File: src/rtl/pc_seq_pkg.sv
// Shared definitions for the next-PC / exception sequencer.
//   pc_sel_e        : next-PC source select
//   epc_entry_t     : EPC stack entry layout {epc, chan} at default widths
//   DEF_VEC_BASE    : default vector address of channel 0
//   DEF_VEC_STRIDE  : default spacing between channel vectors
//   chan_width()    : bits needed to index a channel number
package pc_seq_pkg;

    typedef enum logic [2:0] {
        SEL_SEQ,
        SEL_BR,
        SEL_J,
        SEL_JR,
        SEL_VEC,
        SEL_ERET
    } pc_sel_e;

    localparam logic [31:0] DEF_VEC_BASE   = 32'h0000_0800;
    localparam logic [31:0] DEF_VEC_STRIDE = 32'h0000_0010;

    typedef struct packed {
        logic [31:0] epc;
        logic [7:0]  chan;
    } epc_entry_t;

    function automatic int unsigned chan_width(input int unsigned n);
        return (n > 1) ? $clog2(n) : 1;
    endfunction

endpackage

File: src/rtl/epc_stack.sv
// LIFO holding return PC and channel for each nested exception.
// Ports:
//   clk, reset : clock, asynchronous active-high reset (empties the stack)
//   push, din  : push din when not full
//   pop        : discard top entry when not empty (never together with push)
//   top        : current top entry ('0 when empty)
//   full/empty : occupancy flags
//   count      : number of valid entries
module epc_stack #(
    parameter int DEPTH = 4,
    parameter int W     = 34
) (
    input  logic                       clk,
    input  logic                       reset,
    input  logic                       push,
    input  logic                       pop,
    input  logic [W-1:0]               din,
    output logic [W-1:0]               top,
    output logic                       full,
    output logic                       empty,
    output logic [$clog2(DEPTH+1)-1:0] count
);

    localparam int CNT_W = $clog2(DEPTH + 1);

    logic [W-1:0] mem [DEPTH];

    assign full  = (count == CNT_W'(DEPTH));
    assign empty = (count == '0);

    always_ff @(posedge clk or posedge reset) begin
        if (reset) begin
            count <= '0;
        end else if (push && !full) begin
            count <= count + 1'b1;
        end else if (pop && !empty) begin
            count <= count - 1'b1;
        end
    end

    // Entry storage needs no reset: only slots below count are ever read.
    always_ff @(posedge clk) begin
        if (push && !full) begin
            for (int unsigned i = 0; i < DEPTH; i++) begin
                if (CNT_W'(i) == count) begin
                    mem[i] <= din;
                end
            end
        end
    end

    always_comb begin
        top = '0;
        for (int unsigned i = 0; i < DEPTH; i++) begin
            if (CNT_W'(i + 1) == count) begin
                top = mem[i];
            end
        end
    end

endmodule

File: src/rtl/pc_exc_sequencer.sv
// Next-PC / exception sequencer for the single-cycle MIPS core. Owns the PC,
// picks seq/branch/jump/jr/vector/eret, and services NUM_EXP prioritised
// exception channels (0 = highest) with pre-emptive nesting via an EPC stack.
// Ports:
//   pc_clk, reset     : clock, asynchronous active-high reset
//   stall             : freeze pc, stack and service state (pending still latches)
//   branch, bneorbeq, equal, jump, isjr, iseret : decoded flow controls
//   imm_ext, jidx, jr_target : branch offset, jump index, jr register value
//   exp_req, exp_mask : level requests, per-channel mask (1 = masked)
//   pc, pc_plus4      : current PC and link value
//   exp_ack           : one-hot accept pulse (combinational, same cycle)
//   in_service        : one-hot channel at stack top
//   nest_level        : stack occupancy
//   eret_err          : eret with nothing to return to
// Build option: define EXP_STATS_EN to add exp_cnt, per-channel 8-bit
// saturating accept counters (channel k at [8k+7:8k]).
module pc_exc_sequencer
    import pc_seq_pkg::*;
#(
    parameter int                ADDR_W      = 32,
    parameter int                NUM_EXP     = 3,
    parameter int                STACK_DEPTH = 4,
    parameter logic [ADDR_W-1:0] VEC_BASE    = ADDR_W'(DEF_VEC_BASE),
    parameter logic [ADDR_W-1:0] VEC_STRIDE  = ADDR_W'(DEF_VEC_STRIDE)
) (
    input  logic                             pc_clk,
    input  logic                             reset,
    input  logic                             stall,
    input  logic                             branch,
    input  logic                             bneorbeq,
    input  logic                             equal,
    input  logic                             jump,
    input  logic                             isjr,
    input  logic                             iseret,
    input  logic [ADDR_W-1:0]                imm_ext,
    input  logic [25:0]                      jidx,
    input  logic [ADDR_W-1:0]                jr_target,
    input  logic [NUM_EXP-1:0]               exp_req,
    input  logic [NUM_EXP-1:0]               exp_mask,
    output logic [ADDR_W-1:0]                pc,
    output logic [ADDR_W-1:0]                pc_plus4,
    output logic [NUM_EXP-1:0]               exp_ack,
    output logic [NUM_EXP-1:0]               in_service,
    output logic [$clog2(STACK_DEPTH+1)-1:0] nest_level,
    output logic                             eret_err
`ifdef EXP_STATS_EN
    ,
    output logic [NUM_EXP*8-1:0]             exp_cnt
`endif
);

    localparam int CHAN_W = chan_width(NUM_EXP);

    // Same {epc, chan} layout as epc_entry_t, sized to this instance.
    typedef struct packed {
        logic [ADDR_W-1:0] epc;
        logic [CHAN_W-1:0] chan;
    } entry_t;

    logic [ADDR_W-1:0]  br_target, j_target, jr_aligned, vec_addr, nseq, pc_next;
    logic               taken, pc_en, accept, push, pop;
    pc_sel_e            nseq_sel, sel;
    logic [NUM_EXP-1:0] pending, eligible;
    logic               cand_valid;
    logic [CHAN_W-1:0]  cand_idx;
    entry_t             push_entry, top_entry;
    logic               st_full, st_empty;

    // ---------------- next sequential/flow target ----------------
    assign pc_plus4   = pc + ADDR_W'(4);
    assign taken      = branch & (bneorbeq ? equal : ~equal);
    assign br_target  = pc_plus4 + (imm_ext << 2);
    assign jr_aligned = {jr_target[ADDR_W-1:2], 2'b00};

    if (ADDR_W > 28) begin : g_jseg
        assign j_target = {pc_plus4[ADDR_W-1:28], jidx, 2'b00};
    end else begin : g_jflat
        assign j_target = {jidx, 2'b00};
    end

    always_comb begin
        nseq_sel = SEL_SEQ;
        if (isjr) begin
            nseq_sel = SEL_JR;
        end else if (jump) begin
            nseq_sel = SEL_J;
        end else if (taken) begin
            nseq_sel = SEL_BR;
        end
    end

    always_comb begin
        case (nseq_sel)
            SEL_JR:  nseq = jr_aligned;
            SEL_J:   nseq = j_target;
            SEL_BR:  nseq = br_target;
            default: nseq = pc_plus4;
        endcase
    end

    // ---------------- exception candidate ----------------
    assign eligible = pending & ~exp_mask;

    always_comb begin
        cand_valid = 1'b0;
        cand_idx   = '0;
        for (int unsigned i = 0; i < NUM_EXP; i++) begin
            if (!cand_valid && eligible[i]) begin
                cand_valid = 1'b1;
                cand_idx   = CHAN_W'(i);
            end
        end
    end

    assign vec_addr = VEC_BASE + VEC_STRIDE * ADDR_W'(cand_idx);

    // ---------------- cycle arbitration: stall > eret > accept > nseq ----------------
    always_comb begin
        pc_en    = 1'b1;
        sel      = nseq_sel;
        accept   = 1'b0;
        push     = 1'b0;
        pop      = 1'b0;
        eret_err = 1'b0;
        if (stall) begin
            pc_en = 1'b0;
        end else if (iseret) begin
            if (!st_empty) begin
                sel = SEL_ERET;
                pop = 1'b1;
            end else begin
                sel      = SEL_SEQ;
                eret_err = !reset;
            end
        end else if (cand_valid && !st_full &&
                     (st_empty || cand_idx < top_entry.chan)) begin
            sel    = SEL_VEC;
            accept = 1'b1;
            push   = 1'b1;
        end
    end

    always_comb begin
        case (sel)
            SEL_ERET: pc_next = top_entry.epc;
            SEL_VEC:  pc_next = vec_addr;
            SEL_JR:   pc_next = jr_aligned;
            SEL_J:    pc_next = j_target;
            SEL_BR:   pc_next = br_target;
            default:  pc_next = pc_plus4;
        endcase
    end

    always_comb begin
        for (int unsigned i = 0; i < NUM_EXP; i++) begin
            exp_ack[i]    = accept && (cand_idx == CHAN_W'(i));
            in_service[i] = !st_empty && (top_entry.chan == CHAN_W'(i));
        end
    end

    // The interrupted instruction still retires, so its return point is nseq.
    assign push_entry = '{epc: nseq, chan: cand_idx};

    // ---------------- state ----------------
    always_ff @(posedge pc_clk or posedge reset) begin
        if (reset) begin
            pc <= '0;
        end else if (pc_en) begin
            pc <= pc_next;
        end
    end

    always_ff @(posedge pc_clk or posedge reset) begin
        if (reset) begin
            pending <= '0;
        end else begin
            pending <= (pending | exp_req) & ~exp_ack;
        end
    end

    epc_stack #(
        .DEPTH (STACK_DEPTH),
        .W     ($bits(entry_t))
    ) u_stack (
        .clk   (pc_clk),
        .reset (reset),
        .push  (push),
        .pop   (pop),
        .din   (push_entry),
        .top   (top_entry),
        .full  (st_full),
        .empty (st_empty),
        .count (nest_level)
    );

`ifdef EXP_STATS_EN
    logic [7:0] cnt [NUM_EXP];

    always_ff @(posedge pc_clk or posedge reset) begin
        if (reset) begin
            for (int unsigned k = 0; k < NUM_EXP; k++) begin
                cnt[k] <= '0;
            end
        end else begin
            for (int unsigned k = 0; k < NUM_EXP; k++) begin
                if (exp_ack[k] && cnt[k] != '1) begin
                    cnt[k] <= cnt[k] + 8'd1;
                end
            end
        end
    end

    for (genvar k = 0; k < NUM_EXP; k++) begin : g_cnt
        assign exp_cnt[8*k +: 8] = cnt[k];
    end
`endif

endmodule

File: config.mk
export PLATFORM = sky130hd
export DESIGN_NAME = pc_exc_sequencer
export DESIGN_NICKNAME = d
export VERILOG_FILES = /design/src/rtl/pc_seq_pkg.sv /design/src/rtl/epc_stack.sv /design/src/rtl/pc_exc_sequencer.sv
export SDC_FILE = /design/constraint.sdc
export NUM_CORES = 1
export LEC_CHECK = 0
export CAP_MARGIN = 30
export CORE_ASPECT_RATIO = 1.25
export CORE_MARGIN = 2
export CORE_UTILIZATION = 54
export CTS_CLUSTER_SIZE = 28
export DETAILED_ROUTE_END_ITERATION = 6
export PLACE_DENSITY = 0.83
export SYNTH_ARGS = -nofsm -noshare
export SYNTH_HDL_FRONTEND = slang
export SYNTH_SLANG_ARGS = --single-unit
File: constraint.sdc
create_clock -name pc_clk -period 6.4 [get_ports pc_clk]
set_input_delay 1.92 -clock pc_clk [delete_from_list [all_inputs] [get_ports pc_clk]]
set_output_delay 1.92 -clock pc_clk [all_outputs]
set_load 0.02 [all_outputs]
==> results.json <==
{
  "power_frac_comb": 0.511,
  "min_to": "pending[2]$_DFF_PP0_",
  "diodes": 0,
  "nNetsFinal": 1357,
  "crit_type": "in2out",
  "path_buf_inv": 3,
  "clockPowerShare": 0.199,
  "grt_setup_unrepaired": "false",
  "finClkSkew_ns": 0.0143,
  "worstPathArrival_ns": 4.29,
  "finalHoldViolCount": 0,
  "worst_slew_pin_slew_ns": 0.881,
  "slowest_stage": "clkdlybuf4s50_1",
  "final_cells": 1488,
  "cap_violations": 0,
  "htree_levels": 4,
  "synth-main-ff-cell": "edfxtp_1",
  "drt_wl_total_um": 34300,
  "routedWlPerCell_um": 23.0,
  "min_path_type": "reg2reg",
  "drc": 37,
  "core_mm2": 0.0193,
  "synth.mux.area_fraction": 0.00781,
  "synthXorXnorAreaFrac": 0.0455,
  "cts_setup_buffers": 0,
  "grt_pass1_wl_um": 52500,
  "ys_ff_latch": 174,
  "worstHoldStart": "pending[2]$_DFF_PP0_",
  "critPathMaxFanout": 2,
  "peakVddDrop_mv": 0.255,
  "power_density_mw_per_mm2": 392,
  "die-area_mm2": 0.0207,
  "dp.cells": 1455,
  "cp_slowest_stage_delay_ns": 0.39,
  "grt_use_total": 0.333,
  "grt_pass1_vias": 9671,
  "yosys_warnings": 0,
  "grt_overflow": 0,
  "cts.root.buffer_cell": "clkbuf_16",
  "p_sw_w": 0.00218,
  "cts-buffers-inserted": 17,
  "fin_crit_sh": 0.970,
  "fmax_ghz": 0.161,
  "period_minus_slack_ns": 6.21,
  "cp_top_family": "simple AND/OR/NAND/NOR gates",
  "grt_max_degree": 68,
  "nFillCells": 1439,
  "hpwlAfterDp_um": 23800,
  "worst-r2r-setup-slack_ns": 1.51,
  "synthAdderAreaFrac": 0.0504,
  "clk_pin_slew_ns": 0.07,
  "layout_commonest_cell": "clkdlybuf4s50_1",
  "vias": 9867,
  "port_buffers": 174,
  "insertion_delay_ns": 0.44,
  "worstRegToRegCells": 15,
  "final_cell_mix": "169 x clkdlybuf4s50_1, 136 x edfxtp_1, 103 x o21ai_0",
  "dr.pass1.iters": 7,
  "slew_violations": 0,
  "synthArstFlopShare": 0.218,
  "synth_top_family_by_area": "compound AO/OA/AOI/OAI gates",
  "io_pins": 179,
  "worst_slack_ns": 0.190,
  "gp_congestion": 1.02,
  "finalSetupViolations": 0,
  "dp_slack_ns": -0.300,
  "violations": "DRC",
  "yosysSeqAreaShare": 0.476,
  "synth_simple_gate_area_share": 0.132,
  "cp.required_ns": 4.48,
  "area_delta_synth_final_pct": 25.8,
  "synth_compound_area_frac": 0.249,
  "yosysUniqueCellTypes": 77,
  "clock_sinks": 174,
  "viasPerCell": 6.63,
  "rows": 57,
  "drive_above_1_share": 0.0916,
  "cts_tree": "built",
  "syn-cell-area_mm2": 0.0106,
  "holdPathStages": 2,
  "start_util": 0.547,
  "leakage_nw": 4.95,
  "synth_edf_count": 136,
  "worst_hold_slack_ns": 0.494,
  "maxSlewHeadroom": 0.411,
  "dieHeight_um": 160,
  "synth_cells": 1039,
  "syn_nets": 1186,
  "outcome": "finished, violations left",
  "intPower_w": 0.00303,
  "path_cells": "clkdlybuf4s50_1 -> nand2b_1 -> nor3_2 -> ha_1 -> o31ai_1 -> buf_4 -> a2111oi_4 -> or3_1 -> nor3_1 -> clkbuf_2",
  "swShare": 0.419,
  "cp-end-kind": "output pin",
  "synth.avg_cell_area_um2": 10.2,
  "start_kind": "primary input",
  "die_w_um": 129,
  "drt_iter0_markers": 1476,
  "r2r_end": "u_stack.mem[2][33]$_DFFE_PP_",
  "antenna_found_initial": 0,
  "ant_nets": 0,
  "p_seq_frac": 0.291,
  "clockBufferDepth": 2,
  "r2r_start": "pc[5]$_DFFE_PP0N_"
}
-- worst reg2reg max path, cell delays in order (launching register included) --
cell,delay (ns)
dfrtp_1,0.53
nand4_4,0.17
nor3_4,0.46
nand2_4,0.14
nor2_1,0.29
nand3_1,0.14
xnor2_1,0.58
ha_1,0.43
and2_1,0.19
nand3_1,0.12
nor2b_1,0.08
a211oi_1,0.45
and4_1,0.31
o31ai_1,0.10
and2_2,0.21
o31ai_1,0.44
-- per-stage QoR --
step | area (um^2) | total power [W] | TNS [ns] | utilization
after floorplan | 10600 | 0.00315 | 0 | -
final | 13300 | 0.00521 | 0 | 0.688
after global placement | 12700 | 0.00407 | -0.706 | 0.657
after CTS | 13300 | 0.00516 | 0 | 0.688
after global routing | 13300 | 0.00547 | 0 | 0.688
after detailed placement | 12700 | 0.00412 | -0.815 | 0.657
-- synth_stat cells, drive strengths merged, types with 9 or more instances --
| cell | instances | area share |
|---|---|---|
| edfxtp | 136 | 0.39 |
| a21o | 12 | 0.0085 |
| nor2 | 71 | 0.026 |
| o211ai | 10 | 0.0071 |
| buf | 19 | 0.0095 |
| nor2b | 10 | 0.0062 |
| ha | 41 | 0.049 |
| nand4 | 10 | 0.0073 |
| a211oi | 13 | 0.0092 |
| o221ai | 14 | 0.012 |
| inv | 33 | 0.012 |
| a221o | 40 | 0.038 |
| dfrtp | 38 | 0.090 |
| clkbuf | 46 | 0.018 |
| xor2 | 18 | 0.016 |
| and3 | 12 | 0.0073 |
| nand3 | 27 | 0.013 |
| nor3 | 17 | 0.010 |
| xnor2 | 36 | 0.030 |
| a221oi | 13 | 0.011 |
| a21oi | 63 | 0.030 |
| a22oi | 30 | 0.021 |
| nand2b | 10 | 0.0066 |
| nand2 | 97 | 0.035 |
| o21a | 9 | 0.0064 |
| o21ai | 107 | 0.051 |
| a222oi | 9 | 0.0085 |
| and2 | 12 | 0.0072 |
-- state kept, by name, indices dropped and copies added (netlist names) --
register       count
u_stack.mem      136
pending            3
u_stack.count      3
pc                32
-- power groups by stage --
stage / Sequential (W) / Combinational (W) / Clock, W
finish: 0.00151 / 0.00266 / 0.00104
CTS: 0.00151 / 0.00261 / 0.00104
global placement: 0.00153 / 0.00254 / 0
detailed placement: 0.00153 / 0.00259 / 0
global route: 0.00153 / 0.00286 / 0.00108
floorplan: 0.00158 / 0.00156 / 0
-- routing by layer --
metal / global-route usage / vias to the layer above / wire (um)
met1: 0.439 / 4601 / 12900
met2: 0.524 / 787 / 16100
li1: - / 4354 / -
met4: 0.149 / 0 / 1420
met5: 0 / - / 0
met3: 0.0769 / 125 / 3860
-- area by class of cell --
cell class / count / area (um^2) / area share
multi-input cells: 767 / 5150 / 0.387
clock buffers: 17 / 425 / 0.0320
flip-flops and latches: 174 / 5030 / 0.379
repair buffers: 217 / 2080 / 0.156
well taps: 265 / 332 / 0.0249
clock inverters: 15 / 161 / 0.0121
inverters: 33 / 124 / 0.00931
-- worst max-delay path by stage --
stage | slack, ns | to | cells after the start | startpoint
2_1_floorplan | 0.12 | exp_ack[0] | 7 | exp_mask[2]
3_3_place_gp | -0.27 | exp_ack[2] | 11 | exp_mask[2]
5_1_grt | 0.02 | exp_ack[2] | 11 | exp_mask[2]
3_5_place_dp | -0.30 | exp_ack[2] | 11 | exp_mask[2]
4_1_cts | 0.02 | exp_ack[2] | 11 | exp_mask[2]
6_report | 0.19 | exp_ack[0] | 10 | exp_mask[2]
-- cell families (layout without fill, tap and decap cells) --
logic type,Yosys count,count (layout)
muxes,8,8
xor gates and xnor gates,54,54
AOI/OAI and AO/OA,379,379
buffers and inverters,98,282
DFF,174,174
adders and majority gates,42,42
and+or+nand+nor,284,284
-- timing repair --
action,CTS,global route
cloned,0,0
endpoints found under the setup margin,3,3
hold buffers,0,0
resized for setup,4,7
No activity file was read; power rests on OpenSTA's default activity.
